### src/rtl/unidade_controle_exp7.sv
// Moore sequencer for the exp7 memory game: drives datapath strobes from the state alone.
// One state per cycle; the only waits are on fimP, jogada_feita/fimT and iniciar.
module unidade_controle_exp7 (
    input  logic       clock,
    input  logic       reset,
    input  logic       iniciar,
    input  logic       fimRod,
    input  logic       fimT,
    input  logic       fimP,
    input  logic       igual,
    input  logic       enderecoIgualRodada,
    input  logic       jogada_feita,
    output logic       zeraE,
    output logic       contaE,
    output logic       zeraRod,
    output logic       contaRod,
    output logic       zeraT,
    output logic       contaT,
    output logic       zeraP,
    output logic       contaP,
    output logic       zeraR,
    output logic       registraR,
    output logic       we,
    output logic       sinal_led,
    output logic       pronto,
    output logic       ganhou,
    output logic       perdeu,
    output logic       timeout,
    output logic [3:0] db_estado
);

    typedef enum logic [3:0] {
        INICIAL          = 4'h0,
        PREPARA          = 4'h1,
        MOSTRA_PRIMEIRA  = 4'h2,
        INICIO_RODADA    = 4'h3,
        ESPERA_JOGADA    = 4'h4,
        REGISTRA         = 4'h5,
        COMPARA          = 4'h6,
        PROXIMA_JOGADA   = 4'h7,
        PREPARA_ESCRITA  = 4'h8,
        ESPERA_ESCRITA   = 4'h9,
        REGISTRA_ESCRITA = 4'hA,
        ESCREVE          = 4'hB,
        PROXIMA_RODADA   = 4'hC,
        FIM_ACERTOU      = 4'hD,
        FIM_ERROU        = 4'hE,
        FIM_TIMEOUT      = 4'hF
    } state_t;

    state_t state;
    state_t state_next;

    always_ff @(posedge clock or negedge reset) begin
        if (!reset) state <= INICIAL;
        else        state <= state_next;
    end

    always_comb begin
        state_next = state;
        case (state)
            INICIAL:          state_next = iniciar ? PREPARA : INICIAL;
            PREPARA:          state_next = MOSTRA_PRIMEIRA;
            MOSTRA_PRIMEIRA:  state_next = fimP ? INICIO_RODADA : MOSTRA_PRIMEIRA;
            INICIO_RODADA:    state_next = ESPERA_JOGADA;
            // a play arriving together with the timer expiry still counts
            ESPERA_JOGADA:    state_next = jogada_feita ? REGISTRA :
                                           fimT ? FIM_TIMEOUT : ESPERA_JOGADA;
            REGISTRA:         state_next = COMPARA;
            COMPARA: begin
                if (!igual)                    state_next = FIM_ERROU;
                else if (!enderecoIgualRodada) state_next = PROXIMA_JOGADA;
                else if (fimRod)               state_next = FIM_ACERTOU;
                else                           state_next = PREPARA_ESCRITA;
            end
            PROXIMA_JOGADA:   state_next = ESPERA_JOGADA;
            PREPARA_ESCRITA:  state_next = ESPERA_ESCRITA;
            ESPERA_ESCRITA:   state_next = jogada_feita ? REGISTRA_ESCRITA :
                                           fimT ? FIM_TIMEOUT : ESPERA_ESCRITA;
            REGISTRA_ESCRITA: state_next = ESCREVE;
            ESCREVE:          state_next = PROXIMA_RODADA;
            PROXIMA_RODADA:   state_next = INICIO_RODADA;
            FIM_ACERTOU:      state_next = iniciar ? PREPARA : FIM_ACERTOU;
            FIM_ERROU:        state_next = iniciar ? PREPARA : FIM_ERROU;
            FIM_TIMEOUT:      state_next = iniciar ? PREPARA : FIM_TIMEOUT;
            default:          state_next = INICIAL;
        endcase
    end

    always_comb begin
        zeraE     = 1'b0;
        contaE    = 1'b0;
        zeraRod   = 1'b0;
        contaRod  = 1'b0;
        zeraT     = 1'b0;
        contaT    = 1'b0;
        zeraP     = 1'b0;
        contaP    = 1'b0;
        zeraR     = 1'b0;
        registraR = 1'b0;
        we        = 1'b0;
        sinal_led = 1'b0;
        pronto    = 1'b0;
        ganhou    = 1'b0;
        perdeu    = 1'b0;
        timeout   = 1'b0;
        case (state)
            PREPARA: begin
                zeraE   = 1'b1;
                zeraRod = 1'b1;
                zeraR   = 1'b1;
                zeraT   = 1'b1;
                zeraP   = 1'b1;
            end
            MOSTRA_PRIMEIRA: begin
                sinal_led = 1'b1;
                contaP    = 1'b1;
            end
            INICIO_RODADA: begin
                zeraE = 1'b1;
                zeraT = 1'b1;
            end
            ESPERA_JOGADA, ESPERA_ESCRITA: contaT = 1'b1;
            REGISTRA, REGISTRA_ESCRITA:    registraR = 1'b1;
            // advancing here makes the new play land at address rodada+1
            PROXIMA_JOGADA, PREPARA_ESCRITA: begin
                contaE = 1'b1;
                zeraT  = 1'b1;
            end
            ESCREVE:        we = 1'b1;
            PROXIMA_RODADA: contaRod = 1'b1;
            FIM_ACERTOU: begin
                pronto = 1'b1;
                ganhou = 1'b1;
            end
            FIM_ERROU: begin
                pronto = 1'b1;
                perdeu = 1'b1;
            end
            FIM_TIMEOUT: begin
                pronto  = 1'b1;
                timeout = 1'b1;
            end
            default: ;
        endcase
    end

    assign db_estado = state;

endmodule
### config.mk
export PLATFORM = sky130hd
export DESIGN_NAME = unidade_controle_exp7
export DESIGN_NICKNAME = d
export VERILOG_FILES = /design/src/rtl/unidade_controle_exp7.sv
export SDC_FILE = /design/constraint.sdc
export NUM_CORES = 1
export LEC_CHECK = 0
export ABC_AREA = 1
export BUFFER_PORTS_ARGS = -buffer_cell sky130_fd_sc_hd__buf_2
export CORE_AREA = 2 2 39 41
export CTS_BUF_LIST = sky130_fd_sc_hd__clkbuf_8
export DETAILED_ROUTE_END_ITERATION = 16
export DIE_AREA = 0 0 41 43
export PLACE_DENSITY_LB_ADDON = 0.25
export SLEW_MARGIN = 10
export SYNTH_ARGS = -nofsm -noshare
export SYNTH_HDL_FRONTEND = slang
export SYNTH_SLANG_ARGS = --single-unit
### constraint.sdc
create_clock -name clock -period 1.4 [get_ports clock]
set_input_delay 0.42 -clock clock [delete_from_list [all_inputs] [get_ports clock]]
set_output_delay 0.42 -clock clock [all_outputs]
set_load 0.005 [all_outputs]
==> impl_metrics.xml <==
<?xml version="1.0" encoding="UTF-8"?>
<metrics>
  <group name="power">
    <metric name="power_leakage" unit="µW">0.000539</metric>
    <metric name="worst_ir_drop_vdd" unit="mV">1.21</metric>
    <metric name="powerDensity" unit="nW/µm²">2280</metric>
    <metric name="power" unit="µW">1990</metric>
  </group>
  <group name="hold_path">
    <metric name="timing.hold.worst_endpoint" unit="">db_estado[2]</metric>
    <metric name="min_path_cells" unit="">3</metric>
    <metric name="hold_path.class" unit="">primary input to register</metric>
    <metric name="worst_hold_startpoint" unit="">fimT</metric>
  </group>
  <group name="logic_synthesis">
    <metric name="post_synth_net_total" unit="">91</metric>
    <metric name="yosysTopAreaCell" unit="">dfrtp_1</metric>
    <metric name="synth_enable_flop_cells" unit="">0</metric>
    <metric name="synth_cell_types" unit="">16</metric>
    <metric name="syn-cell-area" unit="µm²">448</metric>
    <metric name="async_reset_ff_share" unit="%">100</metric>
    <metric name="yosysTopAreaCellShare" unit="%">22.3</metric>
    <metric name="netlist_instances" unit="">82</metric>
    <metric name="yosys-top-cells-count" unit="">nand2_1, inv_1, nor2_1, nand3_1, dfrtp_1</metric>
    <metric name="post_synth.cell_area_avg" unit="µm²">5.46</metric>
    <metric name="yosys_most_used_dff" unit="">dfrtp_1</metric>
    <metric name="synth_most_common_cell" unit="">nand2_1</metric>
    <metric name="seq_area_frac_synth" unit="%">22.3</metric>
    <metric name="synth_warnings" unit="">0</metric>
    <metric name="synth_top_cells_by_area" unit="">dfrtp_1, nand2_1, inv_1</metric>
    <metric name="total_of_flip_flops_plus_latches_after_synthesis" unit="">4</metric>
  </group>
  <group name="sta">
    <metric name="total_count_of_max_transition_violations_in_the_final_report" unit="">0</metric>
    <metric name="timing_hold_violations_final" unit="">0</metric>
    <metric name="relative_max_transition_margin" unit="%">86.9</metric>
    <metric name="achievable-frequency" unit="MHz">607</metric>
    <metric name="final.period_utilization" unit="%">118</metric>
    <metric name="worst_slack" unit="ps">-247</metric>
    <metric name="timing.final.setup_violations" unit="">16</metric>
    <metric name="clock-skew-final" unit="ps">10.1</metric>
    <metric name="worst_max_slew_pin_slew" unit="ps">195</metric>
    <metric name="final_period_minus_worst_setup_slack" unit="ps">1650</metric>
    <metric name="finalHoldWorstSlack" unit="ps">487</metric>
    <metric name="rsz0062_at_grt" unit="">yes</metric>
  </group>
  <group name="drt">
    <metric name="firstDrtPassIters" unit="">4</metric>
    <metric name="detailedRoute.firstIterationViolations" unit="">11</metric>
    <metric name="post_detailed_route_wirelength_per_cell" unit="µm">10.1</metric>
    <metric name="viasPerCell" unit="">4.72</metric>
    <metric name="route.vias.total" unit="">698</metric>
    <metric name="total_detailed_routing_wirelength" unit="µm">1500</metric>
    <metric name="route.antenna.remaining_nets" unit="">0</metric>
    <metric name="remaining_drc_errors" unit="">0</metric>
  </group>
  <group name="global_route">
    <metric name="grt_antenna_before_repair" unit="">0</metric>
    <metric name="grt_util_all_layers" unit="%">20.4</metric>
    <metric name="first_global_vias" unit="">653</metric>
    <metric name="maximum_number_of_pins_on_one_net_before_global_route_repair" unit="">8</metric>
    <metric name="global_route_wire_length_before_repair" unit="µm">2520</metric>
    <metric name="grt.overflow.total" unit="">0</metric>
  </group>
  <group name="critical_path">
    <metric name="critPathKind" unit="">register to output port</metric>
    <metric name="worst_ep_arrival_time" unit="ps">1230</metric>
    <metric name="worst_r2r_endpoint" unit="">db_estado[1]</metric>
    <metric name="worstRegToRegCells" unit="">8</metric>
    <metric name="cp.required" unit="ps">980</metric>
    <metric name="regToRegSetupSlack" unit="ps">110</metric>
    <metric name="critical_path.startpoint_type" unit="">register</metric>
    <metric name="critical_path.max_fanout" unit="">6</metric>
    <metric name="cp-end-kind" unit="">output port</metric>
    <metric name="r2r_start" unit="">db_estado[3]</metric>
  </group>
  <group name="placed_design">
    <metric name="place.detailed.hpwl" unit="µm">1180</metric>
    <metric name="detailedPlace.worstSlack" unit="ps">-49.6</metric>
    <metric name="place.port_buffers" unit="">28</metric>
    <metric name="post-place-cells" unit="">137</metric>
    <metric name="gpl.final_weighted_congestion" unit="">0.790</metric>
  </group>
  <group name="floorplanning">
    <metric name="floorplan.io_pins" unit="">29</metric>
    <metric name="die_h" unit="µm">43</metric>
    <metric name="floorplan.core_area" unit="µm²">1380</metric>
    <metric name="die_width" unit="µm">41</metric>
    <metric name="initial_utilization" unit="%">32.4</metric>
    <metric name="floorplan.die_area" unit="µm²">1760</metric>
    <metric name="floorplan.rows" unit="">14</metric>
  </group>
  <group name="finish">
    <metric name="total_nets_final" unit="">142</metric>
    <metric name="stdcell_count" unit="">148</metric>
    <metric name="final_layout_size_suffix_gt1_share" unit="%">58.3</metric>
    <metric name="post-route-util" unit="%">63.0</metric>
    <metric name="max_reg_flops" unit="">4</metric>
    <metric name="n_antenna_cell" unit="">0</metric>
    <metric name="synthToLayoutAreaGrowth" unit="%">94.7</metric>
    <metric name="fillerInstances" unit="">129</metric>
  </group>
  <group name="clock_network">
    <metric name="clk_pin_slew_worst_paths" unit="ps">40</metric>
    <metric name="cts-buffers-inserted" unit="">3</metric>
    <metric name="cts_tree" unit="">yes</metric>
    <metric name="clockRootBuffer" unit="">clkbuf_8</metric>
    <metric name="clock_insertion_delay_worst_skew" unit="ps">220</metric>
    <metric name="clockBufferDepth" unit="">2</metric>
    <metric name="clock_tree.htree_level_count" unit="">1</metric>
    <metric name="clock_sinks" unit="">4</metric>
  </group>
  <group name="outcome">
    <metric name="violations" unit="">setup timing</metric>
    <metric name="status" unit="">finished, violations left</metric>
  </group>
  <group name="run">
    <metric name="timing.max_cap.violations" unit="">0</metric>
  </group>
</metrics>
==> layout make-up <==
| class | instances | area (µm²) | share of cell area [%] |
|---|---|---|---|
| multi-input cells | 59 | 328 | 37.6 |
| repair buffers | 49 | 312 | 35.7 |
| flip-flops and latches | 4 | 105 | 12.1 |
| inverters | 16 | 62.6 | 7.17 |
| clock buffers | 3 | 41.3 | 4.73 |
| well taps | 16 | 20.0 | 2.30 |
| clock inverters | 1 | 3.75 | 0.430 |
==> critical path, stage by stage (launching register included) <==
cell	delay [ps]
dfrtp_2	470
nand2_2	110
o22ai_2	90
or2_1	200
buf_2	120
==> layout by cell type, fill, tap and decap left out <==
cell           instances
dlygate4sd3_1          1
o22ai_1                1
a21oi_1                1
nor3_4                 1
or2_1                  1
inv_1                 10
nand4_1                3
nor3_1                 1
dfrtp_2                4
inv_4                  1
inv_2                  6
clkbuf_8               3
o211ai_1               1
buf_6                  3
buf_2                 28
nand2_4                2
o22ai_2                1
nand3_1                9
nand2_2                5
buf_4                 17
nor2_1                 8
o21ai_0                2
nor2_4                 2
nand2_1               17
nor2_2                 4
==> what timing repair did <==
action	in CTS	in global routing
setup endpoints to repair	16	16
hold buffers	1	0
setup buffers	3	3
gates cloned	0	0
gates resized for setup	16	12
pin swaps	1	5
endpoints found under the hold margin	2	0
==> worst max-delay path by stage <==
stage / from / to / depth (start not counted)
2_1_floorplan: db_estado[1] / zeraT / 4
3_3_place_gp: db_estado[2] / contaRod / 6
3_5_place_dp: db_estado[2] / contaRod / 6
4_1_cts: db_estado[1] / zeraT / 4
5_1_grt: db_estado[3] / zeraT / 5
6_report: db_estado[1] / zeraT / 4
==> metal layers <==
layer / global-route usage [%] / part of all wire (%) / wire length [µm]
met1: 24.4 / 41 / 621
met3: 3.14 / 6.1 / 91
met5: 0 / 0 / 0
met2: 35.3 / 51 / 773
met4: 6.00 / 1.1 / 16
==> power breakdown <==
part	switching, µW	leakage (µW)	internal, µW
registers	135	0.0000442	188
logic	687	0.000468	725
clock network	65.4	0.0000269	187
total	887	0.000539	1100
==> logic make-up after synthesis <==
group | Yosys count | synth area share (%)
buf+inv | 19 | 18.4
simple gates | 53 | 51.4
flops | 4 | 22.3
compound gates | 6 | 7.82
==> through the flow <==
step,area [µm²],setup TNS [ps]
after CTS,817,-2770
after floorplan,454,0
after detailed placement,697,-204
after global placement,697,-228
final,872,-2710
after global routing,872,-3800
(Power assumes the default switching activity.)
